[config.mk]
export PLATFORM = sky130hd
export DESIGN_NAME = multicycle_control_flat
export DESIGN_NICKNAME = d
export VERILOG_FILES = /design/src/rtl/multicycle_control_if.sv /design/src/rtl/multicycle_control.sv /design/src/flat_wrapper.sv
export SDC_FILE = /design/constraint.sdc
export NUM_CORES = 1
export LEC_CHECK = 0
export ABC_CLOCK_PERIOD_IN_PS = 1650
export BUFFER_PORTS_ARGS = -buffer_cell sky130_fd_sc_hd__buf_2
export CORE_MARGIN = 3
export CORE_UTILIZATION = 51
export CTS_BUF_LIST = sky130_fd_sc_hd__clkbuf_4 sky130_fd_sc_hd__clkbuf_8
export CTS_CLUSTER_SIZE = 24
export DETAILED_ROUTE_END_ITERATION = 10
export HOLD_SLACK_MARGIN = 0.15
export PLACE_DENSITY = 0.92
export RECOVER_POWER = 25
export SLEW_MARGIN = 20
export SYNTH_ARGS = -nofsm -noshare
export SYNTH_HDL_FRONTEND = slang
export SYNTH_SLANG_ARGS = --single-unit
export TNS_END_PERCENT = 1
[constraint.sdc]
create_clock -name clk -period 1.65 [get_ports clk]
set_input_delay 0.33 -clock clk [delete_from_list [all_inputs] [get_ports clk]]
set_output_delay 0.33 -clock clk [all_outputs]
set_load 0.1 [all_outputs]
[src/rtl/multicycle_control_if.sv]
// Memory handshake bundle between the multi-cycle controller (master) and memory (slave).
interface multicycle_control_if;
  logic mem_req;
  logic mem_we;
  logic mem_addr_sel;
  logic mem_ready;

  modport master (
    output mem_req,
    output mem_we,
    output mem_addr_sel,
    input  mem_ready
  );

  modport slave (
    input  mem_req,
    input  mem_we,
    input  mem_addr_sel,
    output mem_ready
  );
endinterface

[src/rtl/multicycle_control.sv]
// Multi-cycle LEGv8 control FSM: FETCH/DECODE/EXEC/MEM/WB with a bounded memory wait.
// Define CTRL_UNCOND_B_EN to add the unconditional B class and the uncond_branch output.
module multicycle_control #(
  parameter int unsigned OP_W        = 11,
  parameter int unsigned TIMEOUT_W   = 4,
  parameter int unsigned MEM_TIMEOUT = 15
) (
  input  logic                 clk,
  input  logic                 reset,
  input  logic [OP_W-1:0]      op,
  multicycle_control_if.master mem,
  output logic [2:0]           state,
  output logic                 pc_write,
  output logic                 ir_write,
  output logic [1:0]           alu_op,
  output logic                 alu_src,
  output logic                 branch,
  output logic                 branch_nz,
  output logic                 reg_write,
  output logic                 mem_to_reg,
  output logic                 illegal,
  output logic                 timeout
`ifdef CTRL_UNCOND_B_EN
  ,
  output logic                 uncond_branch
`endif
);

  localparam logic [2:0] StFetch  = 3'd0;
  localparam logic [2:0] StDecode = 3'd1;
  localparam logic [2:0] StExec   = 3'd2;
  localparam logic [2:0] StMem    = 3'd3;
  localparam logic [2:0] StWb     = 3'd4;
  localparam logic [2:0] StTrap   = 3'd7;

  localparam logic [2:0] ClsNone = 3'd0;
  localparam logic [2:0] ClsR    = 3'd1;
  localparam logic [2:0] ClsLdur = 3'd2;
  localparam logic [2:0] ClsStur = 3'd3;
  localparam logic [2:0] ClsCbz  = 3'd4;
  localparam logic [2:0] ClsCbnz = 3'd5;
  localparam logic [2:0] ClsB    = 3'd6;

  localparam logic [TIMEOUT_W-1:0] TimeoutVal = TIMEOUT_W'(MEM_TIMEOUT);
  localparam logic [TIMEOUT_W-1:0] CntMax     = '1;

  logic [2:0]           stateQ, stateD;
  logic [2:0]           classQ, classD, classDec;
  logic [TIMEOUT_W-1:0] cntQ, cntD;
  logic                 illegalQ, illegalD;
  logic                 timeoutQ, timeoutD;
  logic [10:0]          opTop;
  logic                 memReady;
  logic                 reqInt;

  assign opTop    = op[OP_W-1 -: 11];
  assign memReady = mem.mem_ready;
  assign reqInt   = (stateQ == StFetch) || (stateQ == StMem);

  always_comb begin
    classDec = ClsNone;
    casez (opTop)
      11'b10001011000,
      11'b11001011000,
      11'b10001010000,
      11'b10101010000: classDec = ClsR;
      11'b11111000010: classDec = ClsLdur;
      11'b11111000000: classDec = ClsStur;
      11'b10110100???: classDec = ClsCbz;
      11'b10110101???: classDec = ClsCbnz;
`ifdef CTRL_UNCOND_B_EN
      11'b000101?????: classDec = ClsB;
`endif
      default:         classDec = ClsNone;
    endcase
  end

  always_comb begin
    stateD   = stateQ;
    classD   = classQ;
    illegalD = illegalQ;
    timeoutD = timeoutQ;
    case (stateQ)
      StFetch: begin
        if (memReady) begin
          stateD = StDecode;
        end else if (cntQ == TimeoutVal) begin
          stateD   = StTrap;
          timeoutD = 1'b1;
        end
      end
      StDecode: begin
        classD = classDec;
        if (classDec == ClsNone) begin
          stateD   = StTrap;
          illegalD = 1'b1;
        end else begin
          stateD = StExec;
        end
      end
      StExec: begin
        case (classQ)
          ClsR:                   stateD = StWb;
          ClsLdur, ClsStur:       stateD = StMem;
          ClsCbz, ClsCbnz, ClsB:  stateD = StFetch;
          default:                stateD = StTrap;
        endcase
      end
      StMem: begin
        if (memReady) begin
          stateD = (classQ == ClsLdur) ? StWb : StFetch;
        end else if (cntQ == TimeoutVal) begin
          stateD   = StTrap;
          timeoutD = 1'b1;
        end
      end
      StWb:    stateD = StFetch;
      StTrap:  stateD = StTrap;
      default: stateD = StTrap;
    endcase
  end

  // Any state change (including entry to FETCH/MEM) restarts the wait count.
  always_comb begin
    cntD = cntQ;
    if ((stateD != stateQ) || memReady) begin
      cntD = '0;
    end else if (reqInt && (cntQ != CntMax)) begin
      cntD = cntQ + 1'b1;
    end
  end

  always_ff @(posedge clk) begin
    if (reset) begin
      stateQ   <= StFetch;
      classQ   <= ClsNone;
      cntQ     <= '0;
      illegalQ <= 1'b0;
      timeoutQ <= 1'b0;
    end else begin
      stateQ   <= stateD;
      classQ   <= classD;
      cntQ     <= cntD;
      illegalQ <= illegalD;
      timeoutQ <= timeoutD;
    end
  end

  // Enables are forced low while reset is asserted so an in-flight access is abandoned.
  always_comb begin
    mem.mem_req      = 1'b0;
    mem.mem_we       = 1'b0;
    mem.mem_addr_sel = 1'b0;
    pc_write         = 1'b0;
    ir_write         = 1'b0;
    alu_op           = 2'b00;
    alu_src          = 1'b0;
    branch           = 1'b0;
    branch_nz        = 1'b0;
    reg_write        = 1'b0;
    mem_to_reg       = 1'b0;
`ifdef CTRL_UNCOND_B_EN
    uncond_branch    = 1'b0;
`endif
    if (!reset) begin
      case (stateQ)
        StFetch: begin
          mem.mem_req = 1'b1;
          pc_write    = memReady;
          ir_write    = memReady;
        end
        StExec: begin
          case (classQ)
            ClsR:    alu_op = 2'b10;
            ClsLdur,
            ClsStur: alu_src = 1'b1;
            ClsCbz: begin
              alu_op = 2'b01;
              branch = 1'b1;
            end
            ClsCbnz: begin
              alu_op    = 2'b01;
              branch    = 1'b1;
              branch_nz = 1'b1;
            end
`ifdef CTRL_UNCOND_B_EN
            ClsB:    uncond_branch = 1'b1;
`endif
            default: ;
          endcase
        end
        StMem: begin
          mem.mem_req      = 1'b1;
          mem.mem_addr_sel = 1'b1;
          mem.mem_we       = (classQ == ClsStur);
        end
        StWb: begin
          reg_write  = 1'b1;
          mem_to_reg = (classQ == ClsLdur);
        end
        default: ;
      endcase
    end
  end

  assign state   = stateQ;
  assign illegal = illegalQ;
  assign timeout = timeoutQ;

endmodule

[src/flat_wrapper.sv]
// flat-port wrapper written by rule: the top's interface ports become plain ports
module multicycle_control_flat 
#(
  parameter int unsigned OP_W        = 11,
  parameter int unsigned TIMEOUT_W   = 4,
  parameter int unsigned MEM_TIMEOUT = 15
)
  (clk, reset, op, state, pc_write, ir_write, alu_op, alu_src, branch, branch_nz, reg_write, mem_to_reg, illegal, timeout, mem_mem_req, mem_mem_we, mem_mem_addr_sel, mem_mem_ready);
  multicycle_control_if mem_i ();
  input  logic clk;
  input  logic reset;
  input  logic [OP_W-1:0] op;
  output logic [2:0] state;
  output logic pc_write;
  output logic ir_write;
  output logic [1:0] alu_op;
  output logic alu_src;
  output logic branch;
  output logic branch_nz;
  output logic reg_write;
  output logic mem_to_reg;
  output logic illegal;
  output logic timeout;
  output wire logic [$bits(mem_i.mem_req)-1:0] mem_mem_req;
  output wire logic [$bits(mem_i.mem_we)-1:0] mem_mem_we;
  output wire logic [$bits(mem_i.mem_addr_sel)-1:0] mem_mem_addr_sel;
  input wire logic [$bits(mem_i.mem_ready)-1:0] mem_mem_ready;
  assign mem_mem_req = mem_i.mem_req;
  assign mem_mem_we = mem_i.mem_we;
  assign mem_mem_addr_sel = mem_i.mem_addr_sel;
  assign mem_i.mem_ready = mem_mem_ready;
  multicycle_control #(.OP_W(OP_W), .TIMEOUT_W(TIMEOUT_W), .MEM_TIMEOUT(MEM_TIMEOUT)) u_core (.clk(clk), .reset(reset), .op(op), .mem(mem_i), .state(state), .pc_write(pc_write), .ir_write(ir_write), .alu_op(alu_op), .alu_src(alu_src), .branch(branch), .branch_nz(branch_nz), .reg_write(reg_write), .mem_to_reg(mem_to_reg), .illegal(illegal), .timeout(timeout));
endmodule
==> load_flow_metrics.sql, run 1 <==
INSERT INTO impl_metrics (metric_group, metric, value, unit) VALUES
('run_status', 'status', 'did not finish', ''),
('run_status', 'flow.stopped_at', '5_1_grt', ''),
('run_status', 'log_error', '[ERROR DPL-0033] detailed placement checks failed during check placement.', ''),
('logic_synthesis', 'yosysTopAreaCell', 'sky130_fd_sc_hd__dfxtp_1', ''),
('placed_design', 'dpl.hpwl', '2172', 'um'),
('clock_network', 'ctsRootBufferMaster', 'sky130_fd_sc_hd__clkbuf_4', ''),
('clock_network', 'numCtsBuffers', '3', ''),
('grt', 'grt_antenna_before_repair', '0', ''),
('logic_synthesis', 'synth.avg_cell_area', '7.913', 'um2'),
('clock_network', 'cts_max_path_buffers', '2', ''),
('die', 'core.rowCount', '14', ''),
('die', 'initial_core_util', '0.5634', ''),
('logic_synthesis', 'synth_top_cell_area_share', '0.2735', ''),
('clock_network', 'count_of_h_tree_levels_built_during_cts', '1', ''),
('placed_design', 'dpl.cell_count', '160', ''),
('logic_synthesis', 'postSynth.topFlopCell', 'sky130_fd_sc_hd__dfxtp_1', ''),
('logic_synthesis', 'synth_top_cells_by_area', 'sky130_fd_sc_hd__dfxtp_1, sky130_fd_sc_hd__nor2_1, sky130_fd_sc_hd__nand2_1', ''),
('logic_synthesis', 'dominant_cell_by_count_in_the_synthesized_netlist', 'sky130_fd_sc_hd__nor2_1', ''),
('logic_synthesis', 'synth-seq-cells', '12', ''),
('grt', 'grt_start_max_net_pins', '12', ''),
('logic_synthesis', 'synth_common_cells', 'sky130_fd_sc_hd__nor2_1, sky130_fd_sc_hd__dfxtp_1, sky130_fd_sc_hd__nand2_1', ''),
('placed_design', 'port_buffers', '30', ''),
('logic_synthesis', 'synth_seq_area_share', '0.2735', ''),
('sta', 'worstEndpointType', 'top-level output', ''),
('die', 'chip_width', '47.50', 'um'),
('logic_synthesis', 'synth_cells', '111', ''),
('logic_synthesis', 'mapped_cell_area', '878.3', 'um2'),
('logic_synthesis', 'yosys_warnings', '0', ''),
('sta', 'worst_endpoint', 'mem_mem_req', ''),
('logic_synthesis', 'postSynthNetCount', '126', ''),
('die', 'die_y', '47.50', 'um'),
('logic_synthesis', 'synth_cell_types', '42', ''),
('placed_design', 'dp_worst_setup_slack', '0.002181', 'ns'),
('logic_synthesis', 'count_of_flip_flops_with_a_built_in_enable_after_synthesis', '0', ''),
('clock_network', 'holdBufCountCts', '0', ''),
('placed_design', 'routabilityCongestion', '0.8608', ''),
('clock_network', 'clock_sinks', '12', ''),
('die', 'boundaryPins', '31', ''),
('logic_synthesis', 'synth-async-reset-ratio', '0', '');
==> kinds of logic after synthesis <==
family | after synthesis | synth area share
AO/OA/AOI/OAI | 23 | 0.2123
XOR/XNOR | 2 | 0.01995
buffers and inverters | 9 | 0.05270
AND/OR/NAND/NOR | 60 | 0.3818
multiplexers | 4 | 0.04559
flip-flops | 12 | 0.2735
adder cells (fa/ha/maj) | 1 | 0.01424
==> through the flow <==
step / hold WS (ns) / area, um2
after CTS: 0.3593 / 1449
after detailed placement: 0.4464 / 1344
after global placement: 0.4369 / 1344
after floorplan: 0.5163 / 978.4
==> timing repair <==
item,in CTS
endpoints found under the setup margin,8
gates resized for setup,11
buffers inserted,4
endpoints found under the hold margin,0
pin swaps,5
==> inputs of run 2 (changes only) <==
--- a/config.mk
+++ b/config.mk
@@ -7,13 +7,10 @@
 export LEC_CHECK = 0
 export ABC_CLOCK_PERIOD_IN_PS = 1650
 export BUFFER_PORTS_ARGS = -buffer_cell sky130_fd_sc_hd__buf_2
-export CORE_MARGIN = 3
-export CORE_UTILIZATION = 51
-export CTS_BUF_LIST = sky130_fd_sc_hd__clkbuf_4 sky130_fd_sc_hd__clkbuf_8
-export CTS_CLUSTER_SIZE = 24
+export CORE_AREA = 3 3 64 66
 export DETAILED_ROUTE_END_ITERATION = 10
-export HOLD_SLACK_MARGIN = 0.15
-export PLACE_DENSITY = 0.92
+export DIE_AREA = 0 0 67 69
+export PLACE_DENSITY_LB_ADDON = 0.15
 export RECOVER_POWER = 25
 export SLEW_MARGIN = 20
 export SYNTH_ARGS = -nofsm -noshare
==> run 2 against run 1 <==
  * The flow now finishes, with violations (setup timing)
  * Synthesized cell count is the same
  * Synthesized area stayed put
==> load_flow_metrics.sql, run 2 <==
INSERT INTO impl_metrics (metric_group, metric, value, unit) VALUES
('worst_setup_path', 'crit_path_start_kind', 'flop', ''),
('logic_synthesis', 'synth-seq-cells', '12', ''),
('sta', 'fin_crit', '1.722', 'ns'),
('logic_synthesis', 'synth_cell_types', '42', ''),
('placed_design', 'port_buffers', '30', ''),
('power_and_ir_drop', 'pwr_density_cell', '1632', 'nW/um2'),
('die', 'die_y', '69', 'um'),
('logic_synthesis', 'synth.avg_cell_area', '7.913', 'um2'),
('placed_design', 'dpl.cell_count', '195', ''),
('grt', 'grt.total_usage', '0.1208', ''),
('finish', 'register_area', '254.0', 'um2'),
('worst_setup_path', 'crit_required', '1.32', 'ns'),
('sta', 'maxClockFrequency', '0.5807', 'GHz'),
('grt', 'first_global_vias', '915', ''),
('clock_network', 'ctsRootBufferMaster', 'sky130_fd_sc_hd__clkbuf_8', ''),
('grt', 'global_route_wire_length_before_repair', '4305', 'um'),
('logic_synthesis', 'mapped_cell_area', '878.3', 'um2'),
('drt', 'route.detailed.drc', '0', ''),
('die', 'chip_width', '67', 'um'),
('power_and_ir_drop', 'power.switching', '1.321', 'mW'),
('worst_setup_path', 'r2r-end', 'u_core.cntQ[0]', ''),
('finish', 'fin_nets', '172', ''),
('finish', 'fin_cells', '204', ''),
('finish', 'num_antenna_cells', '0', ''),
('sta', 'setup_repair_after_global_routing_missed_its_margin', 'true', ''),
('sta', 'drv_slew', '0', ''),
('logic_synthesis', 'count_of_flip_flops_with_a_built_in_enable_after_synthesis', '0', ''),
('power_and_ir_drop', 'irDropWorstVdd', '0.9960', 'mV'),
('clock_network', 'clock_sinks', '12', ''),
('finish', 'fillers', '384', ''),
('hold_path', 'hold_path_depth', '3', ''),
('clock_network', 'tritoncts', 'done', ''),
('worst_setup_path', 'cp_data_arrival_time', '1.39', 'ns'),
('run_status', 'violated_checks', 'setup timing', ''),
('sta', 'finalSetupViolCount', '5', ''),
('logic_synthesis', 'synth_top_cell_area_share', '0.2735', ''),
('power_and_ir_drop', 'power_leakage', '0.5950', 'nW'),
('die', 'core_area', '3633', 'um2'),
('finish', 'utilization', '0.4236', ''),
('finish', 'largest_register_ff_count', '4', ''),
('worst_setup_path', 'kind_of_capture_point_of_the_worst_setup_path', 'output port', ''),
('sta', 'worst_slew_pin_slew', '0.5383', 'ns'),
('hold_path', 'min_to', 'u_core.classQ[0]', ''),
('logic_synthesis', 'synth_seq_area_share', '0.2735', ''),
('grt', 'grt_antenna_before_repair', '0', ''),
('sta', 'timing_hold_violations_final', '0', ''),
('die', 'dieArea', '4623', 'um2'),
('clock_network', 'cts_max_path_buffers', '2', ''),
('sta', 'clock_skew', '0.003563', 'ns'),
('clock_network', 'numCtsBuffers', '3', ''),
('logic_synthesis', 'synth-async-reset-ratio', '0', ''),
('logic_synthesis', 'synth_top_cells_by_area', 'sky130_fd_sc_hd__dfxtp_1, sky130_fd_sc_hd__nor2_1, sky130_fd_sc_hd__nand2_1', ''),
('finish', 'drive_gt1_frac', '0.5256', ''),
('placed_design', 'routabilityCongestion', '0.8918', ''),
('sta', 'setup_slack', '-0.07209', 'ns'),
('clock_network', 'count_of_h_tree_levels_built_during_cts', '1', ''),
('worst_setup_path', 'r2r.worst_path.cells', '5', ''),
('worst_setup_path', 'worstReg2RegStart', 'u_core.cntQ[0]', ''),
('clock_network', 'clkLatencyLatePin', '0.24', 'ns'),
('drt', 'drt-total-wl', '2580', 'um'),
('logic_synthesis', 'yosysTopAreaCell', 'sky130_fd_sc_hd__dfxtp_1', ''),
('drt', 'drt_iter0_markers', '13', ''),
('die', 'initial_core_util', '0.2417', ''),
('finish', 'mostFrequentLayoutCells', 'sky130_fd_sc_hd__buf_4, sky130_fd_sc_hd__buf_2, sky130_fd_sc_hd__buf_12, sky130_fd_sc_hd__nor2_1, sky130_fd_sc_hd__nand2_1', ''),
('drt', 'wl_per_cell', '12.65', 'um'),
('power_and_ir_drop', 'combPwrFrac', '0.699', ''),
('worst_setup_path', 'worstPathMaxFanout', '6', ''),
('drt', 'post_detailed_route_via_to_cell_ratio', '4.838', ''),
('clock_network', 'clk_pin_slew', '0.05', 'ns'),
('sta', 'slew_headroom', '0.6426', ''),
('power_and_ir_drop', 'power_report.internal_total', '1.192', 'mW'),
('finish', 'largest-register', 'u_core.cntQ', ''),
('finish', 'multi_input_area', '695.7', 'um2'),
('hold_path', 'hold_path_startpoint', 'op[1]', ''),
('grt', 'grt_start_max_net_pins', '12', ''),
('grt', 'globalRoute.totalOverflow', '0', ''),
('power_and_ir_drop', 'power.share.switching', '0.5257', ''),
('die', 'boundaryPins', '31', ''),
('drt', 'first_pass_iters', '4', ''),
('run_status', 'status', 'finished with violations', ''),
('worst_setup_path', 'critPathKind', 'flop to output port', ''),
('drt', 'vias', '987', ''),
('logic_synthesis', 'postSynth.topFlopCell', 'sky130_fd_sc_hd__dfxtp_1', ''),
('logic_synthesis', 'synth_cells', '111', ''),
('power_and_ir_drop', 'clock_power_share', '0.109', ''),
('job', 'timing.max_cap.violations', '0', ''),
('logic_synthesis', 'dominant_cell_by_count_in_the_synthesized_netlist', 'sky130_fd_sc_hd__nor2_1', ''),
('logic_synthesis', 'yosys_warnings', '0', ''),
('worst_setup_path', 'rrSetupSlack', '0.13', 'ns'),
('placed_design', 'dpl.hpwl', '2020', 'um'),
('die', 'core.rowCount', '22', ''),
('logic_synthesis', 'synth_common_cells', 'sky130_fd_sc_hd__nor2_1, sky130_fd_sc_hd__dfxtp_1, sky130_fd_sc_hd__nand2_1', ''),
('finish', 'mostFrequentLayoutCell', 'sky130_fd_sc_hd__buf_4', ''),
('sta', 'post-route-period-util', '1.044', ''),
('power_and_ir_drop', 'share_seq_of_total_power', '0.192', ''),
('drt', 'antenna_violating_nets_post_route', '0', ''),
('logic_synthesis', 'postSynthNetCount', '126', ''),
('hold_path', 'hp-class', 'input port to flop', ''),
('finish', 'syn_to_final_growth', '75.21', '%');
run 2: cell counts after synthesis:
No cell type changed its count.
run 2: metal layers:
layer,track usage,part of all wire,vias to the layer above
met4,0.07658,0.017,0
met5,0,0,-
met3,0.01954,0.063,4
li1,-,-,492
met1,0.1657,0.43,463
met2,0.1714,0.49,28
run 2: critical path: stages, from the launching register on:
cell and delay, ns:
sky130_fd_sc_hd__dfxtp_4 0.37, sky130_fd_sc_hd__or2_4 0.30, sky130_fd_sc_hd__a21oi_4 0.13, sky130_fd_sc_hd__nor2b_4 0.17
sky130_fd_sc_hd__buf_12 0.18
run 2: metrics by stage:
stage          power, mW  setup WS, ns  setup TNS, ns  cell area (um2)  hold slack, ns
6_report           2.512      -0.07209        -0.1027             1539          0.3827
5_1_grt            2.661       -0.1215        -0.5294             1539          0.4007
2_1_floorplan      1.650       -0.5299         -4.229            978.4          0.5163
3_5_place_dp       2.117       0.06462              0             1421          0.4435
3_3_place_gp       2.104       0.09214              0             1421          0.4306
4_1_cts            2.460      -0.08546        -0.3747             1505          0.3762
run 2: cell families (layout without fill, tap and decap cells):
group / count (synthesis) / after routing / synth area share
compound gates: 23 / 23 / 0.2123
xor+xnor: 2 / 2 / 0.01995
fa+ha+maj: 1 / 1 / 0.01424
buf+inv: 9 / 54 / 0.05270
flops: 12 / 12 / 0.2735
mux: 4 / 4 / 0.04559
simple gates: 60 / 60 / 0.3818
run 2: cell type report:
cell class,count,share of cell area
Inverter,2,0.004878
Clock inverter,1,0.002439
Multi-Input combinational cell,90,0.4520
Sequential cell,12,0.1650
Timing Repair Buffer,48,0.3098
Clock buffer,3,0.02683
Tap cell,48,0.03902
run 2: how the worst max path moves through the flow:
stage / cells past startpoint / startpoint / slack, ns / end
2_1_floorplan: 3 / u_core.state[0] / -0.53 / mem_to_reg
3_3_place_gp: 7 / reset / 0.09 / alu_op[1]
3_5_place_dp: 6 / op[5] / 0.06 / u_core.cntQ[0]
4_1_cts: 4 / u_core.state[0] / -0.09 / mem_mem_req
5_1_grt: 4 / u_core.state[0] / -0.12 / mem_mem_req
6_report: 4 / u_core.state[0] / -0.07 / mem_mem_req
run 2: timing repair:
action                                  in CTS  in global routing
endpoints found under the setup margin       7                 14
cloned                                       0                  0
pin swaps                                    3                  7
setup buffers                                3                  2
hold buffers                                 0                  0
gates resized for setup                      7                  6
run 2: power by group through the flow:
stage / Clock, mW / Sequential [mW] / Combinational, mW
finish: 0.274 / 0.483 / 1.76
global route: 0.302 / 0.493 / 1.87
CTS: 0.287 / 0.483 / 1.69
detailed placement: 0 / 0.494 / 1.62
global placement: 0 / 0.491 / 1.61
floorplan: 0 / 0.753 / 0.897
Power figures use the tool's default switching activity.
==> inputs of run 3 (changes only) <==
--- a/config.mk
+++ b/config.mk
@@ -7,9 +7,9 @@
 export LEC_CHECK = 0
 export ABC_CLOCK_PERIOD_IN_PS = 1650
 export BUFFER_PORTS_ARGS = -buffer_cell sky130_fd_sc_hd__buf_2
-export CORE_AREA = 3 3 64 66
+export CORE_AREA = 5 5 66 68
 export DETAILED_ROUTE_END_ITERATION = 10
-export DIE_AREA = 0 0 67 69
+export DIE_AREA = 0 0 71 73
 export PLACE_DENSITY_LB_ADDON = 0.15
 export RECOVER_POWER = 25
 export SLEW_MARGIN = 20
==> run 3 against run 2 <==
  * Combinational power is 2% lower
  * First-iteration DRC count is 77% higher
  * The run still ends with setup timing left
  * Largest power group unchanged
  * Non-clock buffer count is 1 lower
  * Global-route usage is 0.72 points lower
  * Sequential share of layout area is 0.081 points higher
  * Clock skew is 0.0029 ns lower
==> load_flow_metrics.sql, run 3 (synthesis gave the netlist of run 2 again) <==
INSERT INTO impl_metrics (metric_group, metric, value, unit) VALUES
('sta', 'post-route-period-util', '1.044', ''),
('die', 'core.rowCount', '23', ''),
('drt', 'route.detailed.drc', '0', ''),
('sta', 'setup_repair_after_global_routing_missed_its_margin', 'true', ''),
('worst_setup_path', 'cp_data_arrival_time', '1.39', 'ns'),
('drt', 'wl_per_cell', '12.79', 'um'),
('drt', 'drt-total-wl', '2622', 'um'),
('clock_network', 'numCtsBuffers', '3', ''),
('job', 'timing.max_cap.violations', '0', ''),
('sta', 'drv_slew', '0', ''),
('finish', 'fin_nets', '171', ''),
('run_status', 'status', 'finished with violations', ''),
('worst_setup_path', 'critPathKind', 'flop to output port', ''),
('placed_design', 'routabilityCongestion', '0.8076', ''),
('finish', 'mostFrequentLayoutCells', 'sky130_fd_sc_hd__buf_2, sky130_fd_sc_hd__buf_4, sky130_fd_sc_hd__buf_12, sky130_fd_sc_hd__nand2_1', ''),
('grt', 'globalRoute.totalOverflow', '0', ''),
('clock_network', 'count_of_h_tree_levels_built_during_cts', '1', ''),
('sta', 'maxClockFrequency', '0.5803', 'GHz'),
('sta', 'slew_headroom', '0.6390', ''),
('worst_setup_path', 'crit_required', '1.32', 'ns'),
('worst_setup_path', 'crit_path_start_kind', 'flop', ''),
('finish', 'largest_register_ff_count', '4', ''),
('drt', 'drt_iter0_markers', '23', ''),
('sta', 'finalSetupViolCount', '1', ''),
('clock_network', 'ctsRootBufferMaster', 'sky130_fd_sc_hd__clkbuf_8', ''),
('sta', 'clock_skew', '0.0007012', 'ns'),
('finish', 'multi_input_area', '691.9', 'um2'),
('power_and_ir_drop', 'pwr_density_cell', '1640', 'nW/um2'),
('placed_design', 'dpl.hpwl', '2199', 'um'),
('finish', 'largest-register', 'u_core.cntQ', ''),
('grt', 'grt.total_usage', '0.1136', ''),
('drt', 'vias', '948', ''),
('worst_setup_path', 'worstPathMaxFanout', '5', ''),
('placed_design', 'dpl.cell_count', '200', ''),
('finish', 'fillers', '387', ''),
('worst_setup_path', 'kind_of_capture_point_of_the_worst_setup_path', 'output port', ''),
('grt', 'global_route_wire_length_before_repair', '4740', 'um'),
('die', 'core_area', '3799', 'um2'),
('power_and_ir_drop', 'power_leakage', '0.5888', 'nW'),
('finish', 'num_antenna_cells', '0', ''),
('drt', 'post_detailed_route_via_to_cell_ratio', '4.624', ''),
('clock_network', 'cts_max_path_buffers', '2', ''),
('grt', 'grt_start_max_net_pins', '12', ''),
('die', 'die_y', '73', 'um'),
('drt', 'first_pass_iters', '4', ''),
('die', 'dieArea', '5183', 'um2'),
('run_status', 'violated_checks', 'setup timing', ''),
('finish', 'drive_gt1_frac', '0.5032', ''),
('grt', 'first_global_vias', '993', ''),
('sta', 'fin_crit', '1.723', 'ns'),
('die', 'initial_core_util', '0.2312', ''),
('sta', 'setup_slack', '-0.07329', 'ns'),
('clock_network', 'clk_pin_slew', '0.05', 'ns'),
('finish', 'register_area', '252.7', 'um2'),
('clock_network', 'clkLatencyLatePin', '0.24', 'ns'),
('finish', 'syn_to_final_growth', '73.50', '%'),
('drt', 'antenna_violating_nets_post_route', '0', ''),
('clock_network', 'clock_sinks', '12', ''),
('finish', 'utilization', '0.4012', ''),
('power_and_ir_drop', 'finalPower', '2.499', 'mW'),
('placed_design', 'port_buffers', '30', ''),
('die', 'chip_width', '71', 'um'),
('die', 'boundaryPins', '31', ''),
('clock_network', 'tritoncts', 'done', ''),
('grt', 'grt_antenna_before_repair', '0', ''),
('power_and_ir_drop', 'irDropWorstVdd', '0.9820', 'mV'),
('sta', 'worst_slew_pin_slew', '0.5438', 'ns'),
('hold_path', 'hp-class', 'input port to flop', ''),
('sta', 'holdWs', '0.3911', 'ns'),
('placed_design', 'dp_worst_setup_slack', '0.05226', 'ns'),
('finish', 'fin_cells', '205', ''),
('sta', 'timing_hold_violations_final', '0', '');
-- run 3: per-stage QoR --
| step | instance area [um2] | TNS [ns] |
|---|---|---|
| after floorplan | 978.4 | -4.229 |
| after global placement | 1431 | 0 |
| after detailed placement | 1431 | 0 |
| after CTS | 1519 | -0.1606 |
| after global routing | 1524 | -0.5589 |
| final | 1524 | -0.07329 |
-- run 3: repair_timing --
| action | CTS | global route |
|---|---|---|
| setup endpoints to repair | 9 | 10 |
| pin swaps | 1 | 3 |
| hold buffers | 0 | 0 |
| setup buffers | 1 | 0 |
| resized for setup | 8 | 2 |
| gates cloned | 0 | 0 |
-- run 3: cell type report --
cell class	instances	share of cell area
multi-input cells	90	0.4540
repair buffers	47	0.2980
flip-flops and latches	12	0.1658
well taps	50	0.04105
clock buffers	4	0.03612
inverters	2	0.004926
-- run 3: final timing paths --
check / start / endpoint / slack (ns) / cells past startpoint
worst max-delay path: u_core.state[1] / mem_mem_req / -0.07 / 4
worst min register to register: u_core.illegal / u_core.illegal / 0.45 / 2
worst min-delay path: op[1] / u_core.classQ[0] / 0.39 / 3
worst max register to register: u_core.classQ[0] / u_core.cntQ[0] / 0.17 / 5
-- run 3: worst max-delay path, cell delays in order (launching register included) --
cell and delay (ns):
sky130_fd_sc_hd__dfxtp_4 0.35, sky130_fd_sc_hd__or2_4 0.29, sky130_fd_sc_hd__a21oi_4 0.14, sky130_fd_sc_hd__nor2b_4 0.18, sky130_fd_sc_hd__buf_12 0.18
-- run 3: per-layer routing --
layer  routed length [um]  track usage  vias to the layer above
met5                    0            0                        -
met4                   38      0.04384                        0
met3                  121      0.03030                        4
met2                 1330       0.1977                       17
met1                 1131       0.1329                      441
li1                     -            -                      486
-- run 3: where the power goes --
group / switching (mW) / total [mW] / internal (mW)
combinational: 1.12 / 1.72 / 0.602
sequential: 0.0799 / 0.450 / 0.371
clock: 0.116 / 0.327 / 0.211
total: 1.31 / 2.50 / 1.18
==> inputs of run 4 (changes only) <==
--- a/config.mk
+++ b/config.mk
@@ -12,7 +12,7 @@
 export DIE_AREA = 0 0 71 73
 export PLACE_DENSITY_LB_ADDON = 0.15
 export RECOVER_POWER = 25
-export SLEW_MARGIN = 20
+export REMOVE_ABC_BUFFERS = 1
 export SYNTH_ARGS = -nofsm -noshare
 export SYNTH_HDL_FRONTEND = slang
 export SYNTH_SLANG_ARGS = --single-unit
==> run 4 against run 3 <==
  * The run still ends with setup timing left
  * Combinational power grew 3%
  * Global-route usage down 0.79 points
  * Core utilization is 0.49 points higher
  * Die area stayed put
  * Critical path depth did not move
  * Design area up 1.2%
  * Clock skew is 0.0046 ns higher
  * Register-to-register slack worse by 0.08 ns
  * Worst setup slack better by 0.040 ns
==> load_flow_metrics.sql, run 4 (synthesis gave the netlist of run 2 again) <==
INSERT INTO impl_metrics (metric_group, metric, value, unit) VALUES
('job', 'timing.max_cap.violations', '0', ''),
('drt', 'vias', '968', ''),
('drt', 'drt-total-wl', '2576', 'um'),
('drt', 'post_detailed_route_via_to_cell_ratio', '4.699', ''),
('power_and_ir_drop', 'irDropWorstVdd', '0.8114', 'mV'),
('worst_setup_path', 'crit_required', '1.32', 'ns'),
('sta', 'maxClockFrequency', '0.5942', 'GHz'),
('sta', 'post-route-period-util', '1.020', ''),
('grt', 'first_global_vias', '986', ''),
('die', 'dieArea', '5183', 'um2'),
('placed_design', 'routabilityCongestion', '0.8550', ''),
('worst_setup_path', 'path_cells', 'or2_4 > a21oi_4 > nor2b_4 > buf_12', ''),
('sta', 'slew_headroom', '0.6399', ''),
('placed_design', 'placed_cell_area', '1395', 'um2'),
('clock_network', 'cts_max_path_buffers', '2', ''),
('die', 'boundaryPins', '31', ''),
('worst_setup_path', 'critical-path-top-delay-family', 'simple AND/OR/NAND/NOR gates', ''),
('die', 'chip_width', '71', 'um'),
('sta', 'fin_crit', '1.683', 'ns'),
('worst_setup_path', 'worstReg2RegStart', 'u_core.state[2]', ''),
('drt', 'drt_iter0_markers', '18', ''),
('worst_setup_path', 'critical_path_buf_inv_count', '1', ''),
('worst_setup_path', 'r2r.worst_path.cells', '6', ''),
('hold_path', 'hold_path_startpoint', 'op[1]', ''),
('grt', 'globalRoute.totalOverflow', '0', ''),
('finish', 'mostFrequentLayoutCell', 'sky130_fd_sc_hd__buf_4', ''),
('finish', 'syn_to_final_growth', '75.64', '%'),
('finish', 'final_area', '1543', 'um2'),
('finish', 'drive_gt1_frac', '0.5385', ''),
('worst_setup_path', 'critPathKind', 'flop to output port', ''),
('die', 'initial_core_util', '0.2312', ''),
('clock_network', 'clock_sinks', '12', ''),
('power_and_ir_drop', 'pwr_density_cell', '1665', 'nW/um2'),
('hold_path', 'hp-class', 'input port to flop', ''),
('worst_setup_path', 'crit_path_start_kind', 'flop', ''),
('worst_setup_path', 'crit_cells', '4', ''),
('hold_path', 'min_to', 'u_core.classQ[0]', ''),
('clock_network', 'numCtsBuffers', '3', ''),
('grt', 'grt.total_usage', '0.1057', ''),
('sta', 'drv_slew', '0', ''),
('worst_setup_path', 'rrSetupSlack', '0.09', 'ns'),
('clock_network', 'clkLatencyLatePin', '0.24', 'ns'),
('die', 'core_area', '3799', 'um2'),
('drt', 'route.detailed.drc', '0', ''),
('sta', 'worst_slew_pin_slew', '0.5424', 'ns'),
('grt', 'grt_antenna_before_repair', '0', ''),
('sta', 'setup_slack', '-0.03301', 'ns'),
('sta', 'finalSetupViolCount', '2', ''),
('placed_design', 'port_buffers', '30', ''),
('hold_path', 'hold_path_depth', '3', ''),
('worst_setup_path', 'slowest_stage', 'sky130_fd_sc_hd__dfxtp_4', ''),
('run_status', 'status', 'finished with violations', ''),
('sta', 'setup_repair_after_global_routing_missed_its_margin', 'true', ''),
('worst_setup_path', 'worstPathMaxFanout', '6', ''),
('grt', 'global_route_wire_length_before_repair', '4416', 'um'),
('grt', 'grt_start_max_net_pins', '11', ''),
('sta', 'timing_hold_violations_final', '0', ''),
('clock_network', 'ctsRootBufferMaster', 'sky130_fd_sc_hd__clkbuf_8', ''),
('run_status', 'violated_checks', 'setup timing', ''),
('drt', 'first_pass_iters', '4', ''),
('placed_design', 'dpl.cell_count', '202', ''),
('placed_design', 'dp_worst_setup_slack', '0.01021', 'ns'),
('placed_design', 'dpl.hpwl', '2141', 'um'),
('clock_network', 'clk_pin_slew', '0.05', 'ns'),
('finish', 'largest_register_ff_count', '4', ''),
('finish', 'fin_cells', '206', ''),
('sta', 'clock_skew', '0.005283', 'ns'),
('clock_network', 'count_of_h_tree_levels_built_during_cts', '1', ''),
('worst_setup_path', 'r2r-end', 'u_core.cntQ[2]', ''),
('power_and_ir_drop', 'power_leakage', '0.6034', 'nW'),
('finish', 'mostFrequentLayoutCells', 'sky130_fd_sc_hd__buf_4, sky130_fd_sc_hd__buf_2, sky130_fd_sc_hd__buf_12, sky130_fd_sc_hd__nand2_1, sky130_fd_sc_hd__nor2_1', ''),
('finish', 'num_antenna_cells', '0', ''),
('sta', 'holdWs', '0.3963', 'ns'),
('drt', 'wl_per_cell', '12.50', 'um'),
('worst_setup_path', 'kind_of_capture_point_of_the_worst_setup_path', 'output port', ''),
('die', 'core.rowCount', '23', ''),
('drt', 'antenna_violating_nets_post_route', '0', ''),
('finish', 'fin_nets', '172', ''),
('worst_setup_path', 'critical_path.max_stage_delay', '0.35', 'ns'),
('die', 'die_y', '73', 'um'),
('worst_setup_path', 'cp_data_arrival_time', '1.35', 'ns'),
('finish', 'largest-register', 'u_core.cntQ', ''),
('clock_network', 'tritoncts', 'done', ''),
('finish', 'utilization', '0.4061', '');
## run 4: worst max path at each step
stage,start,to,slack [ns]
6_report,u_core.state[1],mem_mem_req,-0.03
3_5_place_dp,reset,branch,0.01
3_3_place_gp,reset,branch,0.03
2_1_floorplan,u_core.state[2],mem_to_reg,-3.01
5_1_grt,u_core.state[1],mem_mem_req,-0.08
4_1_cts,u_core.state[1],alu_op[1],-0.05
## run 4: per-layer routing
metal  GRT usage  vias up  routed length [um]
met5           0        -                   0
met4     0.05010        0                  44
met3     0.02342        5                 137
met2      0.1833       31                1227
met1      0.1233      442                1167
li1            -      490                   -
## run 4: cell type report
class | instances | area, um2
fillers | 409 | 2256
multi-input cells | 90 | 685.7
repair buffers | 48 | 476.7
flip-flops and latches | 12 | 255.2
well taps | 50 | 62.56
clock buffers | 4 | 55.05
inverters | 2 | 7.507
## run 4: worst reg2reg max path: stages, from the launching register on
cell	delay, ns
sky130_fd_sc_hd__dfxtp_4	0.37
sky130_fd_sc_hd__buf_12	0.15
sky130_fd_sc_hd__or3b_2	0.44
sky130_fd_sc_hd__o22ai_1	0.18
sky130_fd_sc_hd__a32oi_2	0.10
sky130_fd_sc_hd__nand2_2	0.13
sky130_fd_sc_hd__nor3_1	0.07
## run 4: timing repair
| action | CTS | global route |
|---|---|---|
| setup endpoints to repair | 12 | 14 |
| gates resized for setup | 30 | 5 |
| hold endpoints to repair | 0 | 0 |
| cloned | 0 | 0 |
| hold buffers | 0 | 0 |
| buffers inserted | 0 | 0 |
| pin swaps | 7 | 5 |
## run 4: report_power, final
part | internal (mW) | leakage [nW] | total, mW | switching (mW)
Combinational | 0.669 | 0.474 | 1.78 | 1.11
Sequential | 0.374 | 0.101 | 0.472 | 0.0979
Clock | 0.211 | 0.0288 | 0.317 | 0.106
Total | 1.25 | 0.603 | 2.57 | 1.32
## run 4: stage by stage
step                TNS [ns]  power (mW)
floorplan             -24.11       1.476
global placement           0       2.122
detailed placement         0       2.131
CTS                  -0.1611       2.598
global route         -0.4096       2.702
finish              -0.04461       2.569
